===== src/rtl/riscv_mem_pkg.sv =====
// Shared constants, state/owner encodings and line alignment for the I-mem refill path.
package riscv_mem_pkg;

   localparam int unsigned LINE_BYTES = 32;
   localparam int unsigned LINE_OFF_W = $clog2(LINE_BYTES);
   localparam int unsigned ALIGN_W    = 64;

   typedef enum logic [1:0] {
      IDLE = 2'd0,
      WAIT = 2'd1,
      FILL = 2'd2
   } state_t;

   typedef enum logic {
      OWN_DEM = 1'b0,
      OWN_PF  = 1'b1
   } owner_t;

   // Clear the byte-offset bits so the address points at the start of its line.
   function automatic logic [ALIGN_W-1:0] line_align(input logic [ALIGN_W-1:0] addr);
      return addr & ~ALIGN_W'(LINE_BYTES - 1);
   endfunction

endpackage


===== src/rtl/refill_timer.sv =====
// Saturating up-counter with synchronous clear and a terminal-count flag.
module refill_timer #(
   parameter int unsigned MAX = 4
) (
   input  logic clk,
   input  logic start,
   input  logic clr,
   input  logic en,
   output logic tc_c
);

   localparam int unsigned CNT_W = (MAX < 2) ? 1 : $clog2(MAX + 1);

   logic [CNT_W-1:0] count;

   // Count up while enabled, hold at MAX; clear has priority.
   always_ff @(posedge clk or posedge start) begin
      if (start) begin
         count <= '0;
      end else if (clr) begin
         count <= '0;
      end else if (en && (count != CNT_W'(MAX))) begin
         count <= count + CNT_W'(1);
      end
   end

   assign tc_c = (count == CNT_W'(MAX));

endmodule


===== src/rtl/imem_refill_arbiter.sv =====
// Shares the slow I-mem read port between demand refills and the next-line prefetcher.
module imem_refill_arbiter
   import riscv_mem_pkg::*;
#(
   parameter int unsigned ADDR_W      = 32,
   parameter int unsigned PF_AGE_MAX  = 4,
   parameter int unsigned TIMEOUT_CYC = 32
) (
   input  logic              clk,
   input  logic              start,
   input  logic              dem_req,
   input  logic [ADDR_W-1:0] dem_addr,
   output logic              dem_gnt,
   output logic              dem_done,
   input  logic              pf_req,
   input  logic [ADDR_W-1:0] pf_addr,
   output logic              pf_gnt,
   output logic              pf_done,
   output logic              mem_read,
   output logic [ADDR_W-1:0] mem_addr,
   input  logic              mem_valid,
   output logic              cache_fill,
   output logic              busy,
   output logic              timeout_err
);

   state_t            state, state_nxt;
   owner_t            owner, owner_nxt;
   logic              merged, merged_nxt;
   logic [ADDR_W-1:0] addr_nxt;
   logic              dem_gnt_nxt, dem_done_nxt, pf_gnt_nxt, pf_done_nxt;
   logic              cache_fill_nxt, mem_read_nxt, busy_nxt;
   logic              abort;
   logic              age_en, age_clr, age_tc;
   logic              tmr_tc;
   logic              pf_wins;
   logic [ADDR_W-1:0] dem_line, pf_line;

   assign dem_line = ADDR_W'(line_align(ALIGN_W'(dem_addr)));
   assign pf_line  = ADDR_W'(line_align(ALIGN_W'(pf_addr)));

   // A starved prefetch overrides a concurrent demand once its age saturates.
   assign pf_wins = pf_req && (!dem_req || age_tc);

   // WAIT-state watchdog; runs only while a read is outstanding.
   refill_timer #(.MAX(TIMEOUT_CYC - 1)) u_wait_tmr (
      .clk   (clk),
      .start (start),
      .clr   (state != WAIT),
      .en    (state == WAIT),
      .tc_c  (tmr_tc)
   );

   // Counts demand wins over a waiting prefetch.
   refill_timer #(.MAX(PF_AGE_MAX)) u_pf_age (
      .clk   (clk),
      .start (start),
      .clr   (age_clr),
      .en    (age_en),
      .tc_c  (age_tc)
   );

   // Next-state, arbitration, merge and next-output logic.
   always_comb begin
      state_nxt      = state;
      owner_nxt      = owner;
      merged_nxt     = merged;
      addr_nxt       = mem_addr;
      dem_gnt_nxt    = 1'b0;
      dem_done_nxt   = 1'b0;
      pf_gnt_nxt     = 1'b0;
      pf_done_nxt    = 1'b0;
      cache_fill_nxt = 1'b0;
      abort          = 1'b0;
      age_en         = 1'b0;
      age_clr        = 1'b0;

      case (state)
         IDLE: begin
            if (pf_wins) begin
               state_nxt  = WAIT;
               owner_nxt  = OWN_PF;
               merged_nxt = 1'b0;
               addr_nxt   = pf_line;
               pf_gnt_nxt = 1'b1;
               age_clr    = 1'b1;
            end else if (dem_req) begin
               state_nxt   = WAIT;
               owner_nxt   = OWN_DEM;
               merged_nxt  = 1'b0;
               addr_nxt    = dem_line;
               dem_gnt_nxt = 1'b1;
               age_en      = pf_req;
               age_clr     = !pf_req;
            end else begin
               age_clr = 1'b1;
            end
         end

         WAIT: begin
            if (mem_valid) begin
               state_nxt      = FILL;
               cache_fill_nxt = 1'b1;
               dem_done_nxt   = (owner == OWN_DEM) || merged;
               pf_done_nxt    = (owner == OWN_PF);
            end else if (tmr_tc) begin
               state_nxt    = IDLE;
               abort        = 1'b1;
               dem_done_nxt = (owner == OWN_DEM) || merged;
               pf_done_nxt  = (owner == OWN_PF);
            end else if ((owner == OWN_PF) && !merged && dem_req && (dem_line == mem_addr)) begin
               dem_gnt_nxt = 1'b1;
               merged_nxt  = 1'b1;
            end
         end

         FILL: begin
            state_nxt = IDLE;
         end

         default: begin
            state_nxt = IDLE;
         end
      endcase

      mem_read_nxt = (state_nxt == WAIT);
      busy_nxt     = (state_nxt != IDLE);
   end

   // State register and registered outputs.
   always_ff @(posedge clk or posedge start) begin
      if (start) begin
         state       <= IDLE;
         owner       <= OWN_DEM;
         merged      <= 1'b0;
         mem_addr    <= '0;
         dem_gnt     <= 1'b0;
         dem_done    <= 1'b0;
         pf_gnt      <= 1'b0;
         pf_done     <= 1'b0;
         cache_fill  <= 1'b0;
         mem_read    <= 1'b0;
         busy        <= 1'b0;
         timeout_err <= 1'b0;
      end else begin
         state       <= state_nxt;
         owner       <= owner_nxt;
         merged      <= merged_nxt;
         mem_addr    <= addr_nxt;
         dem_gnt     <= dem_gnt_nxt;
         dem_done    <= dem_done_nxt;
         pf_gnt      <= pf_gnt_nxt;
         pf_done     <= pf_done_nxt;
         cache_fill  <= cache_fill_nxt;
         mem_read    <= mem_read_nxt;
         busy        <= busy_nxt;
         timeout_err <= timeout_err | abort;
      end
   end

endmodule


===== config.mk =====
export PLATFORM = sky130hd
export DESIGN_NAME = imem_refill_arbiter
export DESIGN_NICKNAME = d
export VERILOG_FILES = /design/src/rtl/riscv_mem_pkg.sv /design/src/rtl/refill_timer.sv /design/src/rtl/imem_refill_arbiter.sv
export SDC_FILE = /design/constraint.sdc
export NUM_CORES = 1
export LEC_CHECK = 0
export CAP_MARGIN = 10
export CORE_ASPECT_RATIO = 1.25
export CORE_MARGIN = 3
export CORE_UTILIZATION = 43
export CTS_BUF_LIST = sky130_fd_sc_hd__clkbuf_8
export DETAILED_ROUTE_END_ITERATION = 8
export PLACE_DENSITY = 0.82
export SYNTH_ARGS = -nofsm -noshare
export SYNTH_HDL_FRONTEND = slang
export SYNTH_SLANG_ARGS = --single-unit

===== constraint.sdc =====
create_clock -name clk -period 2.11 [get_ports clk]
set_input_delay 0.3165 -clock clk [delete_from_list [all_inputs] [get_ports clk]]
set_output_delay 0.3165 -clock clk [all_outputs]
set_load 0.02 [all_outputs]

==> results of run 1 <==
[state kept, by name, indices dropped and copies added (netlist names), 2 cells and up]
signal / flops
mem_addr: 27
u_wait_tmr.count: 5
u_pf_age.count: 3
state: 2
[cells by family (layout without fill, tap and decap cells)]
logic type	count (synthesis)	after routing	share of synthesized area, %
AO/OA/AOI/OAI	40	40	9.48
XOR/XNOR	26	26	9.43
adder cells (fa/ha/maj)	4	4	2.07
buffers and inverters	25	116	5.18
flip-flops	47	47	48.7
multiplexers	29	29	12.0
other	1	5	0.155
AND/OR/NAND/NOR	69	69	13.0
[routing by layer]
| metal | GRT usage, % | share of wire [%] | vias up |
|---|---|---|---|
| li1 | - | - | 998 |
| met1 | 20.3 | 40 | 910 |
| met2 | 31.4 | 52 | 69 |
| met3 | 5.58 | 7.3 | 10 |
| met4 | 4.92 | 1.2 | 0 |
| met5 | 0 | 0 | - |
[layout by cell type, fill, tap and decap left out, drive strengths merged, types with 4 or more instances in the layout]
cell type	count
clkdlybuf4s50	93
o21ai	32
buf	6
mux2i	29
ha	4
nand2	37
nor2b	4
xor2	6
xnor2	20
nor2	9
clkbuf	5
conb	5
dfrtp	47
nand4	5
inv	11
[per-stage QoR]
stage | cell area [sq um] | hold slack, ps | setup slack [ps] | cells
after floorplan | 2430 | 415 | 483 | 245
after global placement | 3440 | 460 | 168 | 390
after detailed placement | 3440 | 468 | 131 | 390
after CTS | 3520 | 343 | 419 | 398
after global routing | 3520 | 394 | 283 | 398
final | 3520 | 338 | 427 | 398
[layout make-up]
cell class	instances	area [sq um]
clock buffer	5	68.8
fill	391	1740
multi-input combinational	173	1140
inverter	9	33.8
timing repair buffer	99	1010
tap	62	77.6
clock inverter	3	12.5
sequential	47	1180
[worst max-delay path by stage]
stage	end	slack, ps	cells after the start	startpoint
floorplan	u_wait_tmr.count[3]$_DFFE_PP0P_	480	7	u_wait_tmr.count[0]$_DFFE_PP0P_
global placement	dem_gnt$_DFF_PP0_	170	6	dem_addr[20]
detailed placement	dem_gnt$_DFF_PP0_	130	6	dem_addr[20]
CTS	u_wait_tmr.count[3]$_DFFE_PP0P_	420	6	u_wait_tmr.count[0]$_DFFE_PP0P_
global route	u_wait_tmr.count[3]$_DFFE_PP0P_	280	6	u_wait_tmr.count[0]$_DFFE_PP0P_
finish	u_wait_tmr.count[3]$_DFFE_PP0P_	430	6	u_wait_tmr.count[0]$_DFFE_PP0P_
[power groups by stage]
stage	logic (mW)	clock network (mW)	registers [mW]
floorplan	0.816	0	1.90
global placement	2.08	0	1.56
finish	2.10	0.511	1.56
detailed placement	2.12	0	1.57
global route	2.29	0.556	1.61
CTS	2.13	0.524	1.55
==> impl_summary.md, run 1 <==
Critical path
The launching element type of the critical path is a flop. The worst register-to-register path begins at u_wait_tmr.count[0]$_DFFE_PP0P_. Counting cells, the worst reg-to-reg path comes to 6. The critical path contains buffers and inverters numbering 0 combined. The critical path data required time is 2290 ps. The worst setup path is of the flop to flop kind.

The slowest stage cell on the critical path is dfrtp_1. In this design, the stage delay of the slowest critical-path cell is 410 ps. Among the stages of the critical path, the cell type that occurs most often is ha_1. The data arrival at the endpoint of the critical path is 1860 ps. In this run the worst path has a maximum fanout of 9. The kind of cell adding the most delay to the critical path is adder cells. The critical path goes through ha_1 -> and3_1 -> ha_1 -> nand4b_1 -> xor2_1 -> nor2_1.

The worst setup path is captured at a flop. The worst register-to-register path has a setup slack of 430 ps. In this run the critical register-to-register path is captured at u_wait_tmr.count[3]$_DFFE_PP0P_.

Power and ir drop
The switching fraction of total power is 39.9%. In this run, the combinational gates consume 50.4% of the power. For this design the ratio of total power to cell area is 1180 nW/um^2. The internal power of the cells totals 2.50 mW.

The total power of the final layout is 4.16 mW. In this run the static leakage power is 1.64 nW. The clock power share is 12.3%. In this run, flip-flops and latches consume 37.4% of the power.

The worst-case vdd ir drop is 666 uV. The switching power of the nets is 1.66 mW.

Detailed routing
The remaining routing DRC violations is 0. The pre-antenna-repair detailed-routing pass consisted of 4 iterations. After detailed routing, the total wire length is 5.68 mm.

The remaining number of nets flagged by the antenna check after routing is 0. In the routed layout, each cell is associated on average with a via count of 4.99. The detailed-route via count is 1987. The detailed router finished its first iteration with 88 violations. In the final routed layout, each cell accounts on average for 14.3 um.

STA
Setup repair after global routing left no endpoint under its margin. The final max-slew violation count is 0. Based on the critical path, the design can be clocked at up to 0.594 GHz. After routing, the total negative slack on setup checks comes to 0 ps. The hold violation total from the final report was 0. The minimum clock period is 1680 ps.

The final number of setup-violating endpoints is 0. The worst path uses 79.7% of the clock period. On the final layout, the worst clock skew is 7.84 ps.

Finish
The growth of design area from synthesis to finish is 46.0%. Cells fill 67.0% of the core in the end. The layout cell share with drive strength beyond 1 is 4.46%.

The antenna diode instance count is 0. In the final design database the tool counted 408 nets.

Run status
The flow ran to the end, and the final reports show no timing, DRC or antenna violations.

Logic synthesis
The share of Yosys cell area claimed by the top area cell type is 48.7%. Sequential elements use 48.7% of the synthesized area. In the post-synthesis netlist, the biggest area contributors are dfrtp_1 49%, mux2i_1 12%, xnor2_1 7.3%. The synthesis-stage register bit count is 47. In the synthesized netlist the dominant register cell turns out to be dfrtp_1.

The distinct cell type count of the synthesized netlist is 31. Dividing the synthesized area by the synthesized cell count gives 10.0 sq um. The count of flip-flops with a built-in enable after synthesis is 0.

The count of yosys warnings during synthesis is 0. Counting instances in the post-synthesis netlist gives the leading cell types as 47 x dfrtp_1, 37 x nand2_1, 29 x mux2i_1. The post-synthesis cell area is 2410 sq um. The share of synthesized flip-flops with an asynchronous set or reset is 100%. Counting every instance in the synthesized netlist gives 241. The biggest area contributor in the post-synthesis netlist is dfrtp_1. Among all cell types in the netlist, the one instantiated most often is dfrtp_1.

CTS
The number of sinks driven by the clock tree is 47. The longest clock path from root to sink contains 2 buffers. The number of gates resized after CTS was 0.

Clock-pin slew was measured on the worst setup and hold paths at 80 ps. The post-CTS setup buffer count is 0. TritonCTS built the clock tree.

At the later pin of the worst-skew pair, clock insertion delay measures 290 ps. The H-tree was split into 2 levels. The number of buffers inserted by hold repair at cts is 0. TritonCTS created 5 clock buffers. The tree is rooted in a clkbuf_8.

Global routing
The via count of the first global-routing pass is 2104. Global routing used 17.9% of the available tracks across all layers. The number of antenna violations at the first check in global routing came to 0. Entering global routing, the biggest net connects 33 pins.

For this run the aggregate overflow at the end of global routing stands at 0. The global-route wire length before repair is 9.40 mm.

Floorplanning
The floorplan row count is 29. The initial core utilization is 45.9%. During I/O placement, the number of pins put on the boundary was 109. After floorplanning, the core was sized to cover 5260 sq um.

Measured along the y axis, the die boundary spans 89.8 um. The overall die area is 6560 sq um. The chip width is 73.0 um.

Flow run
The tool flagged a number of max-cap violations equal to 0.

Placement
The weighted congestion at the end of routability-driven global placement is 0.749. The half-perimeter wire length of the detailed placement result is 4.47 mm. Port buffering added 93 buffers.

Worst hold path
The min-delay analysis places its worst path in the category input port to asynchronous set/reset pin.
Note: power is estimated with default switching activity, not from simulation.
==> inputs of run 2 (changes only) <==
Clock period 2.11 ns to 1.7 ns, I/O delays scaled along.
==> impl_summary.md, run 2 (synthesized netlist as in run 1, its figures left out) <==
Placement
The half-perimeter wire length of the detailed placement result is 4.73 mm (+5.8%). The cell count after placement is 399 (+2.3%). The weighted congestion at the end of routability-driven global placement is 0.796 (+6.2%). The post-place instance area is 3520 sq um (+2.3%). The number of port buffers came to 93 (unchanged).

The pre-CTS setup slack was -110 ps (-240 ps).

Global routing
The maximum number of pins on one net before global-route repair is 48 (+45%). The overall fraction of global-route tracks in use is 18.9% (+1.0 points). The via count of the first global-routing pass was 2161 (+2.7%). The sum of overflow across all layers after global routing came to 0 (unchanged). The number of antenna violations at the first check in global routing was 0 (unchanged).

The global-route wire length before repair was 9.94 mm (+5.7%).

Finish
The utilization of the core after routing is 69.6% (+2.6 points). The library cell used most frequently in the layout, excluding fill and tap cells, is clkdlybuf4s50_1. The final layout net count is 417 (+2.2%). The number of flip-flops under the largest register name came to 27 (unchanged). The final standard cell area without fillers is 3660 sq um (+3.9%). The growth of design area from synthesis to finish is 51.7%. Leaving out fill and tap cells, the most frequent cells in the layout are 93 x clkdlybuf4s50_1, 47 x dfrtp_1, 36 x nand2_1, 29 x mux2i_1, 21 x o21ai_0.

The antenna diode instance count is 0 (unchanged). More flip-flops sit in one register than any other, and that register is mem_addr. The layout cell share with drive strength beyond 1 is 7.83% (+3.4 points). The non-filler instance count after layout came to 407 (+2.3%). The largest registers in the layout are mem_addr: 27 flops, u_wait_tmr.count: 5 flops, u_pf_age.count: 3 flops.

CTS
The number of buffers inserted by hold repair at cts came to 0 (unchanged). TritonCTS built the clock tree. The number of sinks driven by the clock tree is 47 (unchanged). The root cell of the clock tree is clkbuf_8. The insertion delay to the later sink of the worst-skew pair was 300 ps (about the same). The post-CTS setup buffer count is 0 (unchanged).

The total clock buffers created by CTS is 5 (unchanged). The number of H-tree levels was 2 (unchanged). The buffer depth of the longest clock path is 2 (unchanged).

The CTS clock-pin slew for the worst setup and hold paths was 80 ps (about the same).

Power and ir drop
The switching power of the nets came to 2.12 mW (+27%). The sequential cell fraction of total power is 34.3% (-3.1 points). The leakage power summed over all cells is 1.70 nW (+4.1%). The worst-case vdd ir drop is 945 uV (+42%).

The clock power share is 16.9% (+4.6 points). The portion of total power attributed to combinational logic is 48.7% (-1.7 points). The total power density per cell area is 1530 nW/um^2 (+30%). The switching fraction of total power is 37.7% (-2.2 points). The internal power consumption is 3.50 mW (+40%).

Critical path
The cell family contributing the most delay on the critical path is buffers and inverters. The startpoint of the worst register-to-register path is u_wait_tmr.count[0]$_DFFE_PP0P_. The buffers plus inverters on the worst setup path is 1 (+1). The launching element type of the critical path is a flop.

The worst setup path is captured at a primary output. The startpoint of the worst setup timing path is mem_addr[31]$_DFFE_PP0P_. The critical path goes through clkdlybuf4s50_1. The largest incremental delay on the critical path is 660 ps (+250 ps). The critical path data required time is 1440 ps (-850 ps). The largest individual stage delay along the critical path comes from the cell clkdlybuf4s50_1. The worst setup path is of the flop to primary output kind.

The reg-to-reg setup timing slack is 140 ps (-290 ps). The data arrival at the endpoint of the critical path is 1340 ps (-520 ps). The maximum fanout along the worst path was 3 (-6).

STA
The hold violation total from the final report is 0 (unchanged). The worst setup margin is 103 ps (-325 ps). The final max-slew violation count is 0 (unchanged). Setup repair after global routing left no endpoint under its margin. The maximum clock frequency is 0.626 GHz.

The final number of setup-violating endpoints was 0 (unchanged). After layout, the worst path uses 94.0% of the clock period. The smallest hold slack is 311 ps (-26.7 ps). The worst-case clock skew was 8.90 ps (+1.06 ps). For the finished layout, the period the worst path requires is 1600 ps.

Floorplanning
The floorplan row count is 29 (unchanged). The overall die area is 6560 sq um (unchanged). The area of the placeable core is 5260 sq um (unchanged). The boundary pin count is 109 (unchanged).

The y dimension of the die is 89.8 um (unchanged). The initial core utilization is 45.9% (unchanged). The chip width is 73.0 um (unchanged).

Worst hold path
The tightest min-delay check is of the input port to asynchronous set/reset pin type.

Detailed routing
The number of DRC markers after the initial detailed-route iteration came to 77 (-13%). The routed wirelength normalized by instance count is 14.5 um (+1.3%). The via density per instance is 4.97 (-0.39%). The remaining number of nets flagged by the antenna check after routing is 0 (unchanged). The detailed-route via count is 2024 (+1.9%). The total wire length is 5.89 mm (+3.6%). The first-pass iteration count of the detailed router is 4 (unchanged).

The remaining routing DRC violations is 0 (unchanged).

Flow run
The total of max-cap violations is 0 (unchanged).

Run status
The run finished with clean final reports.
[run 2: path summary, 6_finish.rpt]
kind                       cells after the start                       end
max                                            1              mem_addr[31]
min                                            3   mem_addr[6]$_DFFE_PP0P_
max reg2reg                                    5            busy$_DFF_PP0_
min reg2reg                                    1     timeout_err$_DFF_PP0_
max in group asynchronous                      3  mem_addr[19]$_DFFE_PP0P_
min in group clk                               1     timeout_err$_DFF_PP0_
[run 2: final cells by class]
cell class                 count  area (sq um)
sequential                    47          1180
multi-input combinational    173          1150
tap                           62          77.6
fill                         403          1600
clock inverter                 3          63.8
timing repair buffer         108          1090
inverter                       9          33.8
clock buffer                   5          68.8
[run 2: routing by layer]
layer | global-route usage, % | share of wire, % | up-vias
met5 | 0 | 0 | -
met4 | 4.62 | 0.83 | 0
met3 | 4.24 | 5.7 | 5
met2 | 33.7 | 54 | 64
met1 | 22.2 | 40 | 942
li1 | - | - | 1013
[run 2: timing repair]
item,in CTS,in global routing
setup endpoints to repair,0,6
resized for setup,0,2
hold endpoints to repair,0,0
[run 2: power by group through the flow]
stage               registers, mW  logic [mW]  clock network [mW]
floorplan                    2.36        1.01                   0
global placement             1.92        2.71                   0
detailed placement           1.95        2.76                   0
CTS                          1.93        2.77               0.966
global route                 1.99        2.99                1.01
finish                       1.93        2.74               0.950
[run 2: metrics by stage]
| stage | power, mW | TNS [ps] |
|---|---|---|
| floorplan | 3.37 | 0 |
| global placement | 4.63 | -133 |
| detailed placement | 4.71 | -219 |
| CTS | 5.66 | 0 |
| global route | 5.99 | 0 |
| finish | 5.62 | 0 |
